### src/rtl/conv_core_pkg.sv
// Shared types and defaults for the conv core sequencer family.
// State encoding and kernel geometry used by conv_core_sched and its fetch unit.
package conv_core_pkg;

    localparam int WIDTH = 8;
    localparam int KTAPS = 9;

    typedef enum logic [2:0] {
        S_IDLE   = 3'd0,
        S_LOADW  = 3'd1,
        S_STREAM = 3'd2,
        S_DRAIN  = 3'd3,
        S_DONE   = 3'd4
    } state_t;

endpackage

### src/rtl/conv_weight_fetch.sv
// Weight fetch unit: issues KTAPS consecutive buffer reads from a base address
// and re-times them into a load strobe that lines up with the read data.
module conv_weight_fetch #(
    parameter int WADDR_W = 10,
    parameter int KTAPS   = conv_core_pkg::KTAPS
) (
    input  logic               clk,
    input  logic               rst,
    input  logic               clr,
    input  logic               en,
    input  logic               kill,
    input  logic [WADDR_W-1:0] base,
    output logic               ren,
    output logic [WADDR_W-1:0] raddr,
    output logic               load,
    output logic               tap_done
);

    localparam int TAP_W = $clog2(KTAPS + 1);

    logic [TAP_W-1:0] tap_cnt;
    logic             load_p1;

    assign ren      = en & ~kill & (tap_cnt < TAP_W'(KTAPS));
    assign raddr    = ren ? base + WADDR_W'(tap_cnt) : '0;
    // A kill in the strobe cycle also swallows the pending delayed strobe.
    assign load     = load_p1 & ~kill;
    assign tap_done = load & (tap_cnt == TAP_W'(KTAPS));

    always_ff @(posedge clk) begin
        if (rst || clr || kill) begin
            tap_cnt <= '0;
        end else if (ren) begin
            tap_cnt <= tap_cnt + TAP_W'(1);
        end
    end

    // p0 -> p1: read issue to read data valid
    always_ff @(posedge clk) begin
        if (rst) begin
            load_p1 <= 1'b0;
        end else begin
            load_p1 <= ren;
        end
    end

endmodule

### src/rtl/conv_core_sched.sv
// Per-tile sequencer for a 4-filter 3x3 core: weight load, activation stream, psum drain.
// Optional perf counters are built when CONV_CORE_SCHED_PERF_EN is defined.
module conv_core_sched
    import conv_core_pkg::*;
#(
    parameter int WIDTH   = conv_core_pkg::WIDTH,
    parameter int WADDR_W = 10,
    parameter int CNT_W   = 16,
    parameter int KTAPS   = conv_core_pkg::KTAPS
) (
    input  logic               clk,
    input  logic               rst,
    input  logic               start,
    input  logic               abort,
    input  logic [WADDR_W-1:0] cfg_wbase,
    input  logic [CNT_W-1:0]   cfg_num_act,
    input  logic [CNT_W-1:0]   cfg_num_psum,
    output logic               busy,
    output logic               done,
    output logic               wbuf_ren,
    output logic [WADDR_W-1:0] wbuf_raddr,
    output logic               core_weight_load,
    input  logic               core_weight_load_done,
    input  logic               afifo_empty,
    output logic               core_activate_ready,
    input  logic               core_psum_vld,
    output logic               out_wen,
    output logic [CNT_W-1:0]   out_waddr
`ifdef CONV_CORE_SCHED_PERF_EN
    ,
    output logic [CNT_W-1:0]   perf_stall_cyc,
    output logic [CNT_W-1:0]   perf_pass_cyc
`endif
);

    // Lane width only matters to the core; the load-done flag is redundant with
    // the local tap counter, which alone decides when loading is over.
    localparam int unused_width = WIDTH;
    logic unused_load_done;
    assign unused_load_done = core_weight_load_done;

    state_t state, state_nxt;

    logic [WADDR_W-1:0] wbase_r;
    logic [CNT_W-1:0]   num_act_r;
    logic [CNT_W-1:0]   num_psum_r;
    logic [CNT_W-1:0]   act_cnt;
    logic [CNT_W-1:0]   psum_cnt;
    logic [CNT_W-1:0]   act_nxt;
    logic [CNT_W:0]     psum_nxt;

    logic kill;
    logic start_acc;
    logic fetch_en;
    logic tap_done;
    logic act_left;
    logic ready;
    logic wen;

    assign kill      = rst | abort;
    assign start_acc = (state == S_IDLE) & start & ~kill;
    assign fetch_en  = (state == S_LOADW);
    assign act_left  = act_cnt < num_act_r;
    assign ready     = (state == S_STREAM) & ~afifo_empty & act_left & ~kill;
    assign wen       = ((state == S_STREAM) | (state == S_DRAIN)) & core_psum_vld & ~kill;
    assign act_nxt   = act_cnt + CNT_W'(ready);
    assign psum_nxt  = {1'b0, psum_cnt} + (CNT_W + 1)'(wen);

    conv_weight_fetch #(
        .WADDR_W (WADDR_W),
        .KTAPS   (KTAPS)
    ) u_fetch (
        .clk      (clk),
        .rst      (rst),
        .clr      (start_acc),
        .en       (fetch_en),
        .kill     (kill),
        .base     (wbase_r),
        .ren      (wbuf_ren),
        .raddr    (wbuf_raddr),
        .load     (core_weight_load),
        .tap_done (tap_done)
    );

    always_ff @(posedge clk) begin
        if (rst) begin
            state <= S_IDLE;
        end else begin
            state <= state_nxt;
        end
    end

    // DRAIN uses >= so psums completed during STREAM still give one DRAIN cycle.
    always_comb begin
        state_nxt = state;
        if (abort) begin
            state_nxt = S_IDLE;
        end else begin
            unique case (state)
                S_IDLE:   if (start) state_nxt = S_LOADW;
                S_LOADW:  if (tap_done) state_nxt = (num_act_r == '0) ? S_DRAIN : S_STREAM;
                S_STREAM: if (act_nxt == num_act_r) state_nxt = S_DRAIN;
                S_DRAIN:  if (psum_nxt >= {1'b0, num_psum_r}) state_nxt = S_DONE;
                S_DONE:   state_nxt = S_IDLE;
                default:  state_nxt = S_IDLE;
            endcase
        end
    end

    always_ff @(posedge clk) begin
        if (start_acc) begin
            wbase_r    <= cfg_wbase;
            num_act_r  <= cfg_num_act;
            num_psum_r <= cfg_num_psum;
        end
    end

    always_ff @(posedge clk) begin
        if (kill || start_acc) begin
            act_cnt  <= '0;
            psum_cnt <= '0;
        end else begin
            if (ready) act_cnt <= act_nxt;
            if (wen)   psum_cnt <= psum_nxt[CNT_W-1:0];
        end
    end

    assign busy                = (state != S_IDLE);
    assign done                = (state == S_DONE) & ~kill;
    assign core_activate_ready = ready;
    assign out_wen             = wen;
    assign out_waddr           = psum_cnt;

`ifdef CONV_CORE_SCHED_PERF_EN
    function automatic logic [CNT_W-1:0] sat_inc(input logic [CNT_W-1:0] v);
        return (&v) ? v : v + CNT_W'(1);
    endfunction

    // Counters freeze outside a pass so software can read them after done.
    always_ff @(posedge clk) begin
        if (rst || start_acc) begin
            perf_stall_cyc <= '0;
            perf_pass_cyc  <= '0;
        end else begin
            if ((state == S_STREAM) && afifo_empty && act_left)
                perf_stall_cyc <= sat_inc(perf_stall_cyc);
            if ((state == S_LOADW) || (state == S_STREAM) || (state == S_DRAIN))
                perf_pass_cyc <= sat_inc(perf_pass_cyc);
        end
    end
`endif

endmodule

### config.mk
export PLATFORM = sky130hd
export DESIGN_NAME = conv_core_sched
export DESIGN_NICKNAME = d
export VERILOG_FILES = /design/src/rtl/conv_core_pkg.sv /design/src/rtl/conv_weight_fetch.sv /design/src/rtl/conv_core_sched.sv
export SDC_FILE = /design/constraint.sdc
export NUM_CORES = 1
export LEC_CHECK = 0
export CORE_ASPECT_RATIO = 0.9
export CORE_MARGIN = 4
export CORE_UTILIZATION = 40
export CTS_BUF_LIST = sky130_fd_sc_hd__clkbuf_2 sky130_fd_sc_hd__clkbuf_4 sky130_fd_sc_hd__clkbuf_8
export CTS_CLUSTER_SIZE = 28
export DETAILED_ROUTE_END_ITERATION = 10
export SETUP_SLACK_MARGIN = 0.2
export SYNTH_ARGS = -nofsm -noshare
export SYNTH_HDL_FRONTEND = slang
export SYNTH_HIERARCHICAL = 1
export SYNTH_SLANG_ARGS = --single-unit
### constraint.sdc
create_clock -name clk -period 10.9 [get_ports clk]
set_clock_uncertainty 0.2 [all_clocks]
set_input_delay 1.635 -clock clk [delete_from_list [all_inputs] [get_ports clk]]
set_output_delay 1.635 -clock clk [all_outputs]
set_load 0.02 [all_outputs]
# Word level (Yosys, flattened, before mapping)
# Index checks and enable logic that the tools add are counted.
# word_totals
inputBits,49
regBits,82
word_cells,56
out_inout_bits,32
# op_classes
mux,7
n_eq_ne,10
bitwise_logic,16
reduce_logical,8
addsub,4
n_lt_le_gt_ge,3
# ops
cell,n
$add 16x1->17,1
$ge 17x16->1,1
$add 16x1->16,1
$eq 16x16->1,1
$logic_not 16->1,1
$lt 16x16->1,1
$and 1x1->1,12
$mux 3,4
$pmux 3 s4,1
$add 10x4->10,1
$mux 10,1
$eq 3x2->1 const B,2
$add 4x1->4 const B,1
$eq 4x4->1 const B,1
$lt 4x4->1 const B,1
$ne 2x1->1 const B,2
$ne 2x2->1 const B,2
$reduce_and 4->1,1
$eq 3x1->1 const B,1
$eq 3x3->1 const B,1
$logic_not 3->1,1
$logic_or 1x1->1,3
$reduce_bool 3->1,1
$not 1->1,2
3 further kinds,4

# Logic depth before layout (Yosys ltp)
# depth
ltp_word,8
ltp_mapped,19
mapped_depth_nobuf,18

# Hierarchy
# The synthesis kept the hierarchy.
# modules_own_cells
module,area_each_um2,n_inst,cells_per_inst,seq_area_each_um2
conv_core_sched,4342.9,1,443,1961.9
conv_weight_fetch,561.8,1,74,100.1

# Least setup slack after synthesis
# No wires, ideal clock.
# synth_path
path_kind,input to register
start,in abort
end,reg state[0]
slack_ns,5.690
cell_stages,15
t_arrival_ns,4.951
setup_ns,0.059
path_buffers,1
required_time_ns,10.641
path_cell_list,nor2_1 inv_2 nor3_1 o2111ai_1 a21oi_2 buf_2 ha_1 ha_1 nand3_2 nor4_1 xnor2_1 nand2_1 or4_1 o41ai_2 o211a_1
# synth_via
elab_chain_cells,7
word_cells_on_any_way,15
classes_between,2 x add/sub; 1 x order compare; 4 x eq/ne; 6 x bitwise; 2 x reduce/logical
# synth_lines
element,line,rtl
"start, declared",conv_core_sched.sv:14,"input logic abort,"
$or 1x1->1,conv_core_sched.sv:60,assign kill = rst | abort;
named net kill,conv_core_sched.sv:52,logic kill;
$not 1->1,conv_core_sched.sv:64,assign ready = (state == S_STREAM) & ~afifo_empty & act_left & ~kill;
$and 1x1->1,conv_core_sched.sv:64,
named net core_activate_ready,conv_core_sched.sv:25,"output logic core_activate_ready,"
$add 16x1->16,conv_core_sched.sv:66,assign act_nxt = act_cnt + CNT_W'(ready);
$eq 16x16->1,conv_core_sched.sv:102,S_STREAM: if (act_nxt == num_act_r) state_nxt = S_DRAIN;
$ne 2x1->1 (no line),-,
$reduce_and 4->1 (no line),-,
"end signal, assigned",conv_core_sched.sv:89,state <= state_nxt;
"end, declared",conv_core_sched.sv:42,"state_t state, state_nxt;"
# The timed path passes the listed nets, and every way through them passes these cells.
# A chain may end at the register's enable or synchronous reset.

# Worst setup path after layout
# layout_path
start,in abort
end,out core_activate_ready
# layout_via
elab_chain_cells,3
# layout_lines
element,line
$or 1x1->1,conv_core_sched.sv:60
named net kill,conv_core_sched.sv:52
$not 1->1,conv_core_sched.sv:64
$and 1x1->1,conv_core_sched.sv:64
"end, declared",conv_core_sched.sv:25
# The timed path passes the listed nets, and every way through them passes these cells.

==> summary.txt <==
Logic synthesis
  • Share of cell area taken by muxes after synthesis: 0.0207
  • Register bit count reported by yosys: 82
  • Post-synthesis instance area: 4900 sq um
  • Compound-Gate Fraction of Synth Area: 0.133
  • Share of synthesized flip-flops with an asynchronous set or reset: 0
  • EDFF count, synth: 42
  • Synth Area per Inst: 9.49 sq um
  • Count of cell types in the netlist: 55
  • Main combinational cell family by area after synthesis: simple AND/OR/NAND/NOR gates
  • Syn. warnings: 6
  • Post-Synth Simple-Gate Area: 0.179
  • Mapped Nets: 609
  • Sequential fraction of the synthesis area: 0.420
  • Adder-Cell Fraction of Synth Area: 0.111
  • Synthesized netlist cell count: 517
  • Dominant register cell in the synthesized netlist: edfxtp_1
  • Xor and xnor area share after synthesis: 0.0911

Drt
  • First drt pass iteration count: 4
  • Routed WL per cell: 15.4 um
  • DRC marker count from the first detailed-route iteration: 177
  • DRC Markers: 0
  • Via density: 5.21
  • Overall routed net length: 11,700 um
  • Detailed-route via count: 3,971
  • Post-route ant nets: 0

CTS
  • Clk_lat worst skew: 0.36 ns
  • Clock tree root buffer cell: clkbuf_8
  • Clock buffers created by TritonCTS: 9
  • Clock transition at the registers of the reported paths: 0.08 ns
  • H-Tree Depth: 3
  • Count of hold-fix buffers inserted at cts: 0
  • Clock tree from TritonCTS: built
  • CTS resizes: 0
  • Buffers inserted during post-CTS setup optimization: 0
  • Maximum clock insertion buffer count: 2
  • Number of clock sinks: 82

Floorplan
  • Placeable Area: 12,000 sq um
  • Initial core utilization: 0.408
  • Die Span Y: 113 um
  • Die Span X: 125 um
  • Number of primary I/O pins: 81
  • Die area: 14,100 sq um
  • Site Rows: 38

Placement
  • IO buf count: 79
  • Placed Cells incl. Taps: 746
  • Final weighted congestion of routability-driven global placement: 0.881
  • Total placed instance area: 5860 sq um
  • HPWL after DPL: 8740 um
  • Worst Setup Slack post-DPL: 4.34 ns

Finish
  • Fraction of layout instances using a drive strength above 1: 0.0615
  • Fillers: 1,129
  • # nets final: 689
  • Design Area, Final: 6120 sq um
  • Post-route insts no fill: 762
  • Antenna Cells: 0
  • Finished Core Util: 0.509
  • Layout Area Growth over Synthesis: 24.8%

Critical path
  • Ordered list of cells on the worst path: clkdlybuf4s50_1 -> nor2_1 -> inv_2 -> nor3_1 -> o2111ai_1 -> a21oi_2 -> clkdlybuf4s50_1
  • Cell with the most instances on the worst path: clkdlybuf4s50_1
  • Number of buffers and inverters on the critical path: 3
  • Critical-path maximum fanout: 19
  • Element type at the critical path end: output pin
  • Data required time of the critical path: 9.07 ns
  • Critical path's slowest cell: a21oi_2
  • Delay-heaviest family, CP: buffers and inverters
  • Critical path launch point type: primary input
  • Worst EP arrival: 4.58 ns
  • Crit Path Category: in2out
  • Largest stage delay, worst path: 0.79 ns

Timing
  • Headroom to the max-slew limit: 0.343
  • Number of endpoints failing setup at the final stage: 0
  • Least-Margin Pin Slew: 0.985 ns
  • FMAX: 0.156 GHz
  • Final critical delay including setup and external delays: 6.42 ns
  • Final critical-path share of the clock period: 0.589
  • Fin Setup TNS: 0 ns
  • Final hold slack: 0.342 ns
  • Number of hold violations in the final report: 0
  • Post-route setup slack: 4.48 ns
  • Final number of max-transition violations: 0
  • Setup repair after global routing missed its margin: false

Power and ir drop
  • Leak pwr: 2.35 nW
  • Worst VDD drop: 67.1 uV
  • Power density over the cells: 108 nW/um^2
  • Total power draw: 0.663 mW

Global route
  • Total global-route track usage: 0.169
  • Pin count of the biggest net entering global routing: 25
  • Global-route wire length before repair: 19,200 um
  • Via count of the first global-routing pass: 3,928
  • Total gr overflow: 0
  • Initial antenna violation count: 0

Run status
  • Result of the run: completed

Hold path
  • Worst hold path type: reg2reg

Flow run
  • Maxcap violations: 0
cells in the mapped netlist, types with 3 or more instances:
cell      count  area (sq um)
a31o_2        6          52.6
inv_1        44           165
nand2_1      38           143
xor2_1       18           158
a21o_1        5          37.5
nor3b_1       3          22.5
mux2i_1       9          90.1
xnor2_1      33           289
or3_1         9          56.3
nand3_1      15          75.1
nor2b_1       5          31.3
a21oi_1      26           130
clkbuf_1      6          22.5
o21ai_0      17          85.1
dfxtp_1      40           801
nand2b_1      8          50.1
ha_1         42           526
or4_1         3          22.5
nand4_1      14          87.6
nor4_1        5          31.3
a211oi_1     12          90.1
buf_2         4          20.0
edfxtp_1     42          1260
nor2_1       55           206
a31oi_1       3          18.8
nor3_1       12          60.1
o221a_2       3          33.8
and2_1        4          25.0
path summary, 6_finish.rpt:
check | from | to | slack (ns) | depth (start not counted)
max reg2reg | act_cnt[9]$_SDFFE_PP0P_ | state[0]$_SDFFE_PP0P_ | 5.82 | 15
min | act_cnt[14]$_SDFFE_PP0P_ | act_cnt[14]$_SDFFE_PP0P_ | 0.34 | 2
max | abort | core_activate_ready | 4.48 | 7
min reg2reg | act_cnt[14]$_SDFFE_PP0P_ | act_cnt[14]$_SDFFE_PP0P_ | 0.34 | 2
state kept, by name (all words and copies together), names as in the netlist:
name,count
u_fetch/load_p1,1
wbase_r,10
u_fetch/tap_cnt,4
state,3
act_cnt,16
out_waddr,16
num_psum_r,16
num_act_r,16
layout make-up:
class | instances | area [sq um] | area share
Multi-Input combinational cell | 378 | 2630 | 0.430
Clock inverter | 5 | 110 | 0.0180
Clock buffer | 11 | 145 | 0.0237
Inverter | 46 | 173 | 0.0282
Timing Repair Buffer | 80 | 798 | 0.130
Sequential cell | 82 | 2060 | 0.337
Tap cell | 160 | 200 | 0.0327
metal layers:
layer  wire length [um]  part of all wire  GRT usage
met5                  0                 0          0
met4                158             0.013     0.0416
met3                527             0.045     0.0467
met2               5510              0.47      0.280
met1               5530              0.47      0.219
placed cells by master (no fill, tap or decap), types with 2 or more instances in the layout:
cell type         n
a211oi_1         12
a21o_1            5
a21oi_1          25
a21oi_2           2
a22oi_1           2
a311oi_1          2
a31o_2            6
a31oi_1           3
and2_1            4
and3_1            2
bufinv_16         3
clkbuf_8         10
clkdlybuf4s50_1  79
dfxtp_1          40
edfxtp_1         42
ha_1             42
inv_1            44
inv_2             2
mux2i_1           9
nand2_1          38
nand2b_1          8
nand3_1          15
nand4_1          14
nor2_1           54
nor2b_1           5
nor3_1           12
nor3b_1           3
nor4_1            5
nor4b_1           2
o2111ai_1         2
o211a_1           2
o211ai_1          2
o21ai_0          17
o21ai_1           2
o221a_2           3
or3_1             9
or4_1             3
xnor2_1          33
xor2_1           18
cells by family after synthesis:
| group | count (synthesis) |
|---|---|
| buffers and inverters | 57 |
| adder cells (fa/ha/maj) | 43 |
| AO/OA/AOI/OAI | 95 |
| XOR/XNOR | 51 |
| multiplexers | 10 |
| flip-flops | 82 |
| AND/OR/NAND/NOR | 179 |
worst register-to-register path: stages, from the launching register on:
cell	delay [ns]
dfxtp_1	0.48
ha_1	0.30
a21o_1	0.16
a21o_1	0.16
a21oi_1	0.20
o2111ai_1	0.24
a21oi_2	0.79
ha_1	0.33
ha_1	0.24
nand3_2	0.21
nor4_1	0.49
xnor2_1	0.19
nand2_1	0.09
or4_1	0.51
o41ai_2	0.25
o211a_1	0.19
where the power goes:
part	internal, mW	switching [mW]	leakage, nW
Clock	0.163	0.117	0.129
Combinational	0.0251	0.0233	1.52
Sequential	0.330	0.00443	0.706
Total	0.518	0.144	2.35
Note: power is estimated with default switching activity, not from simulation.
